<file path="config.mk">
export PLATFORM = sky130hd
export DESIGN_NAME = mem_arbiter_flat
export DESIGN_NICKNAME = d
export VERILOG_FILES = /design/src/rtl/mem_arbiter_if.sv /design/src/rtl/mem_arbiter.sv /design/src/flat_wrapper.sv
export SDC_FILE = /design/constraint.sdc
export NUM_CORES = 1
export LEC_CHECK = 0
export ABC_CLOCK_PERIOD_IN_PS = 2100
export CAP_MARGIN = 20
export CORE_MARGIN = 10
export CORE_UTILIZATION = 62
export DETAILED_ROUTE_END_ITERATION = 6
export DONT_BUFFER_PORTS = 1
export PLACE_DENSITY = 0.79
export RECOVER_POWER = 25
export SLEW_MARGIN = 20
export SYNTH_ARGS = -nofsm -noshare
export SYNTH_HDL_FRONTEND = slang
export SYNTH_SLANG_ARGS = --single-unit
export TNS_END_PERCENT = 1
</file>
<file path="constraint.sdc">
create_clock -name clk -period 2.1 [get_ports clk]
set_clock_uncertainty 0.2 [all_clocks]
set_input_delay 0.315 -clock clk [delete_from_list [all_inputs] [get_ports clk]]
set_output_delay 0.315 -clock clk [all_outputs]
set_load 0.005 [all_outputs]
</file>
<file path="src/rtl/mem_arbiter_if.sv">
// Signal bundle between the core data port, the fetch requester and the external
// memory bus. The arbiter takes the master side; the core/memory environment takes slave.
interface mem_arbiter_if #(
  parameter int ADDR_W = 16,
  parameter int DATA_W = 16
);
  logic              d_read;
  logic              d_write;
  logic              d_read_done;
  logic [ADDR_W-1:0] d_addr;
  logic [DATA_W-1:0] d_wdata;
  logic [DATA_W-1:0] d_rdata;
  logic              mem_busy;
  logic              mem_ready;

  logic              f_req;
  logic [ADDR_W-1:0] f_addr;
  logic              f_ack;
  logic [DATA_W-1:0] f_data;

  logic              bus_req;
  logic              bus_we;
  logic [ADDR_W-1:0] bus_addr;
  logic [DATA_W-1:0] bus_wdata;
  logic              bus_ack;
  logic [DATA_W-1:0] bus_rdata;

  modport master (
    input  d_read, d_write, d_read_done, d_addr, d_wdata,
    input  f_req, f_addr,
    input  bus_ack, bus_rdata,
    output d_rdata, mem_busy, mem_ready,
    output f_ack, f_data,
    output bus_req, bus_we, bus_addr, bus_wdata
  );

  modport slave (
    output d_read, d_write, d_read_done, d_addr, d_wdata,
    output f_req, f_addr,
    output bus_ack, bus_rdata,
    input  d_rdata, mem_busy, mem_ready,
    input  f_ack, f_data,
    input  bus_req, bus_we, bus_addr, bus_wdata
  );
endinterface

</file>
<file path="src/rtl/mem_arbiter.sv">
// Arbitrates the external memory bus between the core data port (busy/ready stall
// handshake) and a fetch requester, sequencing each access with a req/ack protocol.
module mem_arbiter #(
  parameter int ADDR_W = 16,
  parameter int DATA_W = 16
) (
  input  logic          clk,
  input  logic          rst_n,
  mem_arbiter_if.master io
);

  typedef enum logic [2:0] {IDLE, D_RD, D_WR, D_HOLD, F_RD} state_t;
  typedef enum logic {GRANT_DATA, GRANT_FETCH} grant_t;

  state_t            r_state;
  state_t            w_next;
  grant_t            r_last_grant;

  logic              r_bus_req;
  logic              r_bus_we;
  logic [ADDR_W-1:0] r_bus_addr;
  logic [DATA_W-1:0] r_bus_wdata;
  logic [DATA_W-1:0] r_d_rdata;
  logic [DATA_W-1:0] r_f_data;
  logic              r_f_ack;

  logic              w_f_pending;
  logic              w_busy;
  logic              w_take_rd;
  logic              w_take_wr;
  logic              w_take_f;

  // f_req is masked while f_ack is high so a held request is serviced only once.
  // After a data grant a pending fetch makes the data port look busy for one IDLE cycle.
  always_comb begin
    w_f_pending = io.f_req & ~r_f_ack;
    w_busy      = (r_state inside {D_RD, D_WR, F_RD}) ||
                  ((r_state == IDLE) && w_f_pending && (r_last_grant == GRANT_DATA));
    w_take_rd   = (r_state == IDLE) && !w_busy && io.d_read;
    w_take_wr   = (r_state == IDLE) && !w_busy && !io.d_read && io.d_write;
    w_take_f    = (r_state == IDLE) && !w_take_rd && !w_take_wr && w_f_pending;
  end

  always_ff @(posedge clk or negedge rst_n) begin
    if (!rst_n) begin
      r_state <= IDLE;
    end else begin
      r_state <= w_next;
    end
  end

  always_comb begin
    w_next = r_state;
    unique case (r_state)
      IDLE: begin
        if (w_take_rd)      w_next = D_RD;
        else if (w_take_wr) w_next = D_WR;
        else if (w_take_f)  w_next = F_RD;
      end
      D_RD:    if (io.bus_ack)     w_next = D_HOLD;
      D_WR:    if (io.bus_ack)     w_next = IDLE;
      F_RD:    if (io.bus_ack)     w_next = IDLE;
      D_HOLD:  if (io.d_read_done) w_next = IDLE;
      default: w_next = IDLE;
    endcase
  end

  always_ff @(posedge clk or negedge rst_n) begin
    if (!rst_n) begin
      r_last_grant <= GRANT_FETCH;
      r_bus_req    <= 1'b0;
      r_bus_we     <= 1'b0;
      r_bus_addr   <= '0;
      r_bus_wdata  <= '0;
      r_d_rdata    <= '0;
      r_f_data     <= '0;
      r_f_ack      <= 1'b0;
    end else begin
      r_f_ack <= 1'b0;
      if (w_take_rd) begin
        r_bus_req    <= 1'b1;
        r_bus_we     <= 1'b0;
        r_bus_addr   <= io.d_addr;
        r_last_grant <= GRANT_DATA;
      end
      if (w_take_wr) begin
        r_bus_req    <= 1'b1;
        r_bus_we     <= 1'b1;
        r_bus_addr   <= io.d_addr;
        r_bus_wdata  <= io.d_wdata;
        r_last_grant <= GRANT_DATA;
      end
      if (w_take_f) begin
        r_bus_req    <= 1'b1;
        r_bus_we     <= 1'b0;
        r_bus_addr   <= io.f_addr;
        r_last_grant <= GRANT_FETCH;
      end
      // r_bus_req is only set in the bus states, so a stray ack is ignored here.
      if (r_bus_req && io.bus_ack) begin
        r_bus_req <= 1'b0;
        if (r_state == D_RD) begin
          r_d_rdata <= io.bus_rdata;
        end
        if (r_state == F_RD) begin
          r_f_data <= io.bus_rdata;
          r_f_ack  <= 1'b1;
        end
      end
    end
  end

  assign io.mem_busy  = w_busy;
  assign io.mem_ready = (r_state == D_HOLD);
  assign io.d_rdata   = r_d_rdata;
  assign io.f_ack     = r_f_ack;
  assign io.f_data    = r_f_data;
  assign io.bus_req   = r_bus_req;
  assign io.bus_we    = r_bus_we;
  assign io.bus_addr  = r_bus_addr;
  assign io.bus_wdata = r_bus_wdata;

endmodule

</file>
<file path="src/flat_wrapper.sv">
// flat-port wrapper written by rule: the top's interface ports become plain ports
module mem_arbiter_flat 
#(
  parameter int ADDR_W = 16,
  parameter int DATA_W = 16
)
  (clk, rst_n, io_d_read, io_d_write, io_d_read_done, io_d_addr, io_d_wdata, io_f_req, io_f_addr, io_bus_ack, io_bus_rdata, io_d_rdata, io_mem_busy, io_mem_ready, io_f_ack, io_f_data, io_bus_req, io_bus_we, io_bus_addr, io_bus_wdata);
  mem_arbiter_if #(.ADDR_W(ADDR_W), .DATA_W(DATA_W)) io_i ();
  input  logic clk;
  input  logic rst_n;
  input wire logic [$bits(io_i.d_read)-1:0] io_d_read;
  input wire logic [$bits(io_i.d_write)-1:0] io_d_write;
  input wire logic [$bits(io_i.d_read_done)-1:0] io_d_read_done;
  input wire logic [$bits(io_i.d_addr)-1:0] io_d_addr;
  input wire logic [$bits(io_i.d_wdata)-1:0] io_d_wdata;
  input wire logic [$bits(io_i.f_req)-1:0] io_f_req;
  input wire logic [$bits(io_i.f_addr)-1:0] io_f_addr;
  input wire logic [$bits(io_i.bus_ack)-1:0] io_bus_ack;
  input wire logic [$bits(io_i.bus_rdata)-1:0] io_bus_rdata;
  output wire logic [$bits(io_i.d_rdata)-1:0] io_d_rdata;
  output wire logic [$bits(io_i.mem_busy)-1:0] io_mem_busy;
  output wire logic [$bits(io_i.mem_ready)-1:0] io_mem_ready;
  output wire logic [$bits(io_i.f_ack)-1:0] io_f_ack;
  output wire logic [$bits(io_i.f_data)-1:0] io_f_data;
  output wire logic [$bits(io_i.bus_req)-1:0] io_bus_req;
  output wire logic [$bits(io_i.bus_we)-1:0] io_bus_we;
  output wire logic [$bits(io_i.bus_addr)-1:0] io_bus_addr;
  output wire logic [$bits(io_i.bus_wdata)-1:0] io_bus_wdata;
  assign io_i.d_read = io_d_read;
  assign io_i.d_write = io_d_write;
  assign io_i.d_read_done = io_d_read_done;
  assign io_i.d_addr = io_d_addr;
  assign io_i.d_wdata = io_d_wdata;
  assign io_i.f_req = io_f_req;
  assign io_i.f_addr = io_f_addr;
  assign io_i.bus_ack = io_bus_ack;
  assign io_i.bus_rdata = io_bus_rdata;
  assign io_d_rdata = io_i.d_rdata;
  assign io_mem_busy = io_i.mem_busy;
  assign io_mem_ready = io_i.mem_ready;
  assign io_f_ack = io_i.f_ack;
  assign io_f_data = io_i.f_data;
  assign io_bus_req = io_i.bus_req;
  assign io_bus_we = io_i.bus_we;
  assign io_bus_addr = io_i.bus_addr;
  assign io_bus_wdata = io_i.bus_wdata;
  mem_arbiter #(.ADDR_W(ADDR_W), .DATA_W(DATA_W)) u_core (.clk(clk), .rst_n(rst_n), .io(io_i));
endmodule
</file>
==> metrics <==
synth top area cells dfrtp_1 57%, mux2_2 14%, mux2_4 4.4%, o221ai_1 3.7%, inv_1 3.3%; All-Layer GR Usage a little over a fifth; dpl ws ~0.16 ns; first-pass GRT wire length 14200 um; initial antenna violation count 0; Worst Path Required 1.58 ns; clock power share 19.2%; worst-path cell chain nor3_4 -> buf_6 -> nor2b_2 -> nor2_1; crit-path max FO 14; sw frac about a third; cts bufs inserted 9; Hold Slack -0.527 ns; vias ~2200; Combinational Power Share about a third; TNS Setup 0 ns; slowest cell on the critical path dfrtp_2; crit path DAT roughly 1.5 ns; num rows 25; Syn Nets between 200 and 300; post-route setup slack 0.0985 ns; Worst-Margin Slew roughly 0.43 ns; Worst path max stage delay around 0.47 ns; DP HPWL slightly below 6000 um; CTS tree built; NetSw 1.94 mW; H-tree Lvls 3; share of the synthesized area in the top cell type a little under three fifths; core box area 0.00475 mm^2; WP buf/inv 1; normalized max-slew margin a little under three quarters; CTS Root Cell clkbuf_8; initial DRC count 155; port bufs 0; LEAKAGE about 1.8 nW; Routed Wire Length 8880 um; Setup crit start kind register; Hold-fix buffers, CTS 64; Yosys warning total 0; HP Class in2async; fin crit period 2.00 ns; cell taking the most area after synthesis dfrtp_1; Top FF cell, synth dfrtp_1; post-synth cell types between 40 and 50; Die X 90.4 um; clock-pin slew on the worst setup and hold paths approximately 0.070 ns; # diodes 0; CTS Buffer Depth 2; largest net degree at the start of global routing a little over 70; CTS sink count 71; family with the most delay on the worst path simple AND/OR/NAND/NOR gates; Yosys reg bits between 70 and 80; violated checks hold timing; I/O Pins 140; DRC viols 0; Internal roughly 3.7 mW; average wire per standard cell 23.9 um; TritonRoute pass-1 iters 4; Pwr Density 1390 mW/mm^2; Max Slew Vio Count 0; fmax between 400 and 500 MHz; Die ar. 0.00817 mm^2; Synth async-reset ratio 100%; number of global-route vias before repair ~2500; MaxCap Viol Count 0; Worst Setup Path Type reg2out; outcome complete, but fails checks; Post-synth EDFFs 0; die height 90.4 um; syn_area_per_cell between 10 and 15 um^2; fin crit share between 90% and 100%; RSZ-0062 raised after global routing false; register area share after synthesis about 58%; Clock Latency Late Sink between 0.3 and 0.4 ns; Syn Std Cell Area between 0.003 and 0.004 mm^2; most numerous cell in the Yosys netlist dfrtp_1; ANT nets after route 0; initial core utilization about 65%; Synth top cells by count 70 x dfrtp_1, 39 x mux2_2, 27 x inv_1; setup violators final 0; IR drop worst, VDD between 0.7 and 0.8 mV; Synth Instances 225; Avg Vias per Cell a little under 6; Nets ~370; Worst Setup End Kind output port; total grt overflow 0; endpoints failing hold 71; Syn-to-layout area delta 32.2%; register share of total power 47.7%; layout cell share with drive strength beyond 1 about 30%; gpl congestion approximately 0.80
==> layout by cell type (no fill, tap or decap), types with 2 or more instances in the layout <==
cell and instances:
buf_12 3, mux2_2 39, clkbuf_8 11, nor2_1 3, mux2_4 9, buf_4 11
o21a_1 2, a21oi_1 2, dfrtp_1 68, dfrtp_2 2, dlygate4sd3_1 64, nand4_1 13
o221a_2 3, inv_1 27, o21ai_0 2, nand4b_1 3, o221ai_1 13
==> power groups by stage <==
stage	clock, mW	combinational (mW)	sequential [mW]
4_1_cts	1.10	1.82	2.71
3_5_place_dp	0	1.69	2.72
6_report	1.09	1.87	2.70
5_1_grt	1.18	2.02	2.80
2_1_floorplan	0	1.33	2.47
3_3_place_gp	0	1.55	2.68
==> area by class of cell <==
type | count | area (um^2)
well taps | 67 | 83.8
clock buffers | 12 | 155
repair buffers | 79 | 795
flip-flops and latches | 71 | 1780
inverters | 27 | 101
fillers | 247 | 691
clock inverters | 3 | 42.5
multi-input cells | 113 | 1110
==> per-layer routing <==
metal	vias up	track usage (%)	routed length [um]
li1	960	-	-
met1	1077	22.2	2920
met2	126	38.8	4800
met3	20	8.65	936
met4	0	9.28	228
met5	-	0	0
==> worst paths after layout <==
kind,cells after the start,from,end,slack (ns)
setup / recovery,4,u_core.r_state[2],io_mem_busy,0.1
hold / removal,0,rst_n,u_core.io.bus_wdata[0],-0.53
setup reg to reg,5,u_core.r_state[2],u_core.io.bus_wdata[11],0.17
hold reg to reg,1,u_core.io.bus_we,u_core.io.bus_we,0.34
max in group asynchronous,0,rst_n,u_core.r_last_grant,2.02
min in group clk,2,io_d_read_done,u_core.r_state[0],0.04
==> cell families (layout without fill, tap and decap cells) <==
group / after synthesis / after routing / share of synthesized area [%]
flip-flops: 71 / 71 / 57.9
multiplexers: 49 / 49 / 19.0
buffers and inverters: 41 / 121 / 6.39
AND/OR/NAND/NOR: 35 / 35 / 8.84
AO/OA/AOI/OAI: 28 / 28 / 7.57
adder cells (fa/ha/maj): 1 / 1 / 0.326
==> metrics by stage <==
step	instance area (um^2)	cells	util, %	hold WS (ns)	total power, mW
after CTS	4050	372	85.3	-0.537	5.63
after global placement	3200	292	67.4	-0.178	4.23
after floorplan	3070	225	-	-0.181	3.80
after detailed placement	3200	292	67.4	-0.178	4.42
after global routing	4060	372	85.5	-0.551	6.00
final	4060	372	85.5	-0.527	5.67
==> repair_timing <==
action,CTS,global route
resized for setup,1,4
endpoints found under the hold margin,139,71
setup endpoints to repair,1,1
setup buffers,1,0
gates cloned,0,0
pin swaps,1,0
==> flip-flops by register name, indices dropped and copies added, names as in the netlist <==
signal,flops
u_core.io.bus_addr,16
u_core.io.bus_wdata,16
u_core.io.d_rdata,16
u_core.io.f_data,16
u_core.r_state,3
u_core.io.bus_req,1
u_core.io.bus_we,1
u_core.io.f_ack,1
u_core.r_last_grant,1
(Power assumes the default switching activity.)
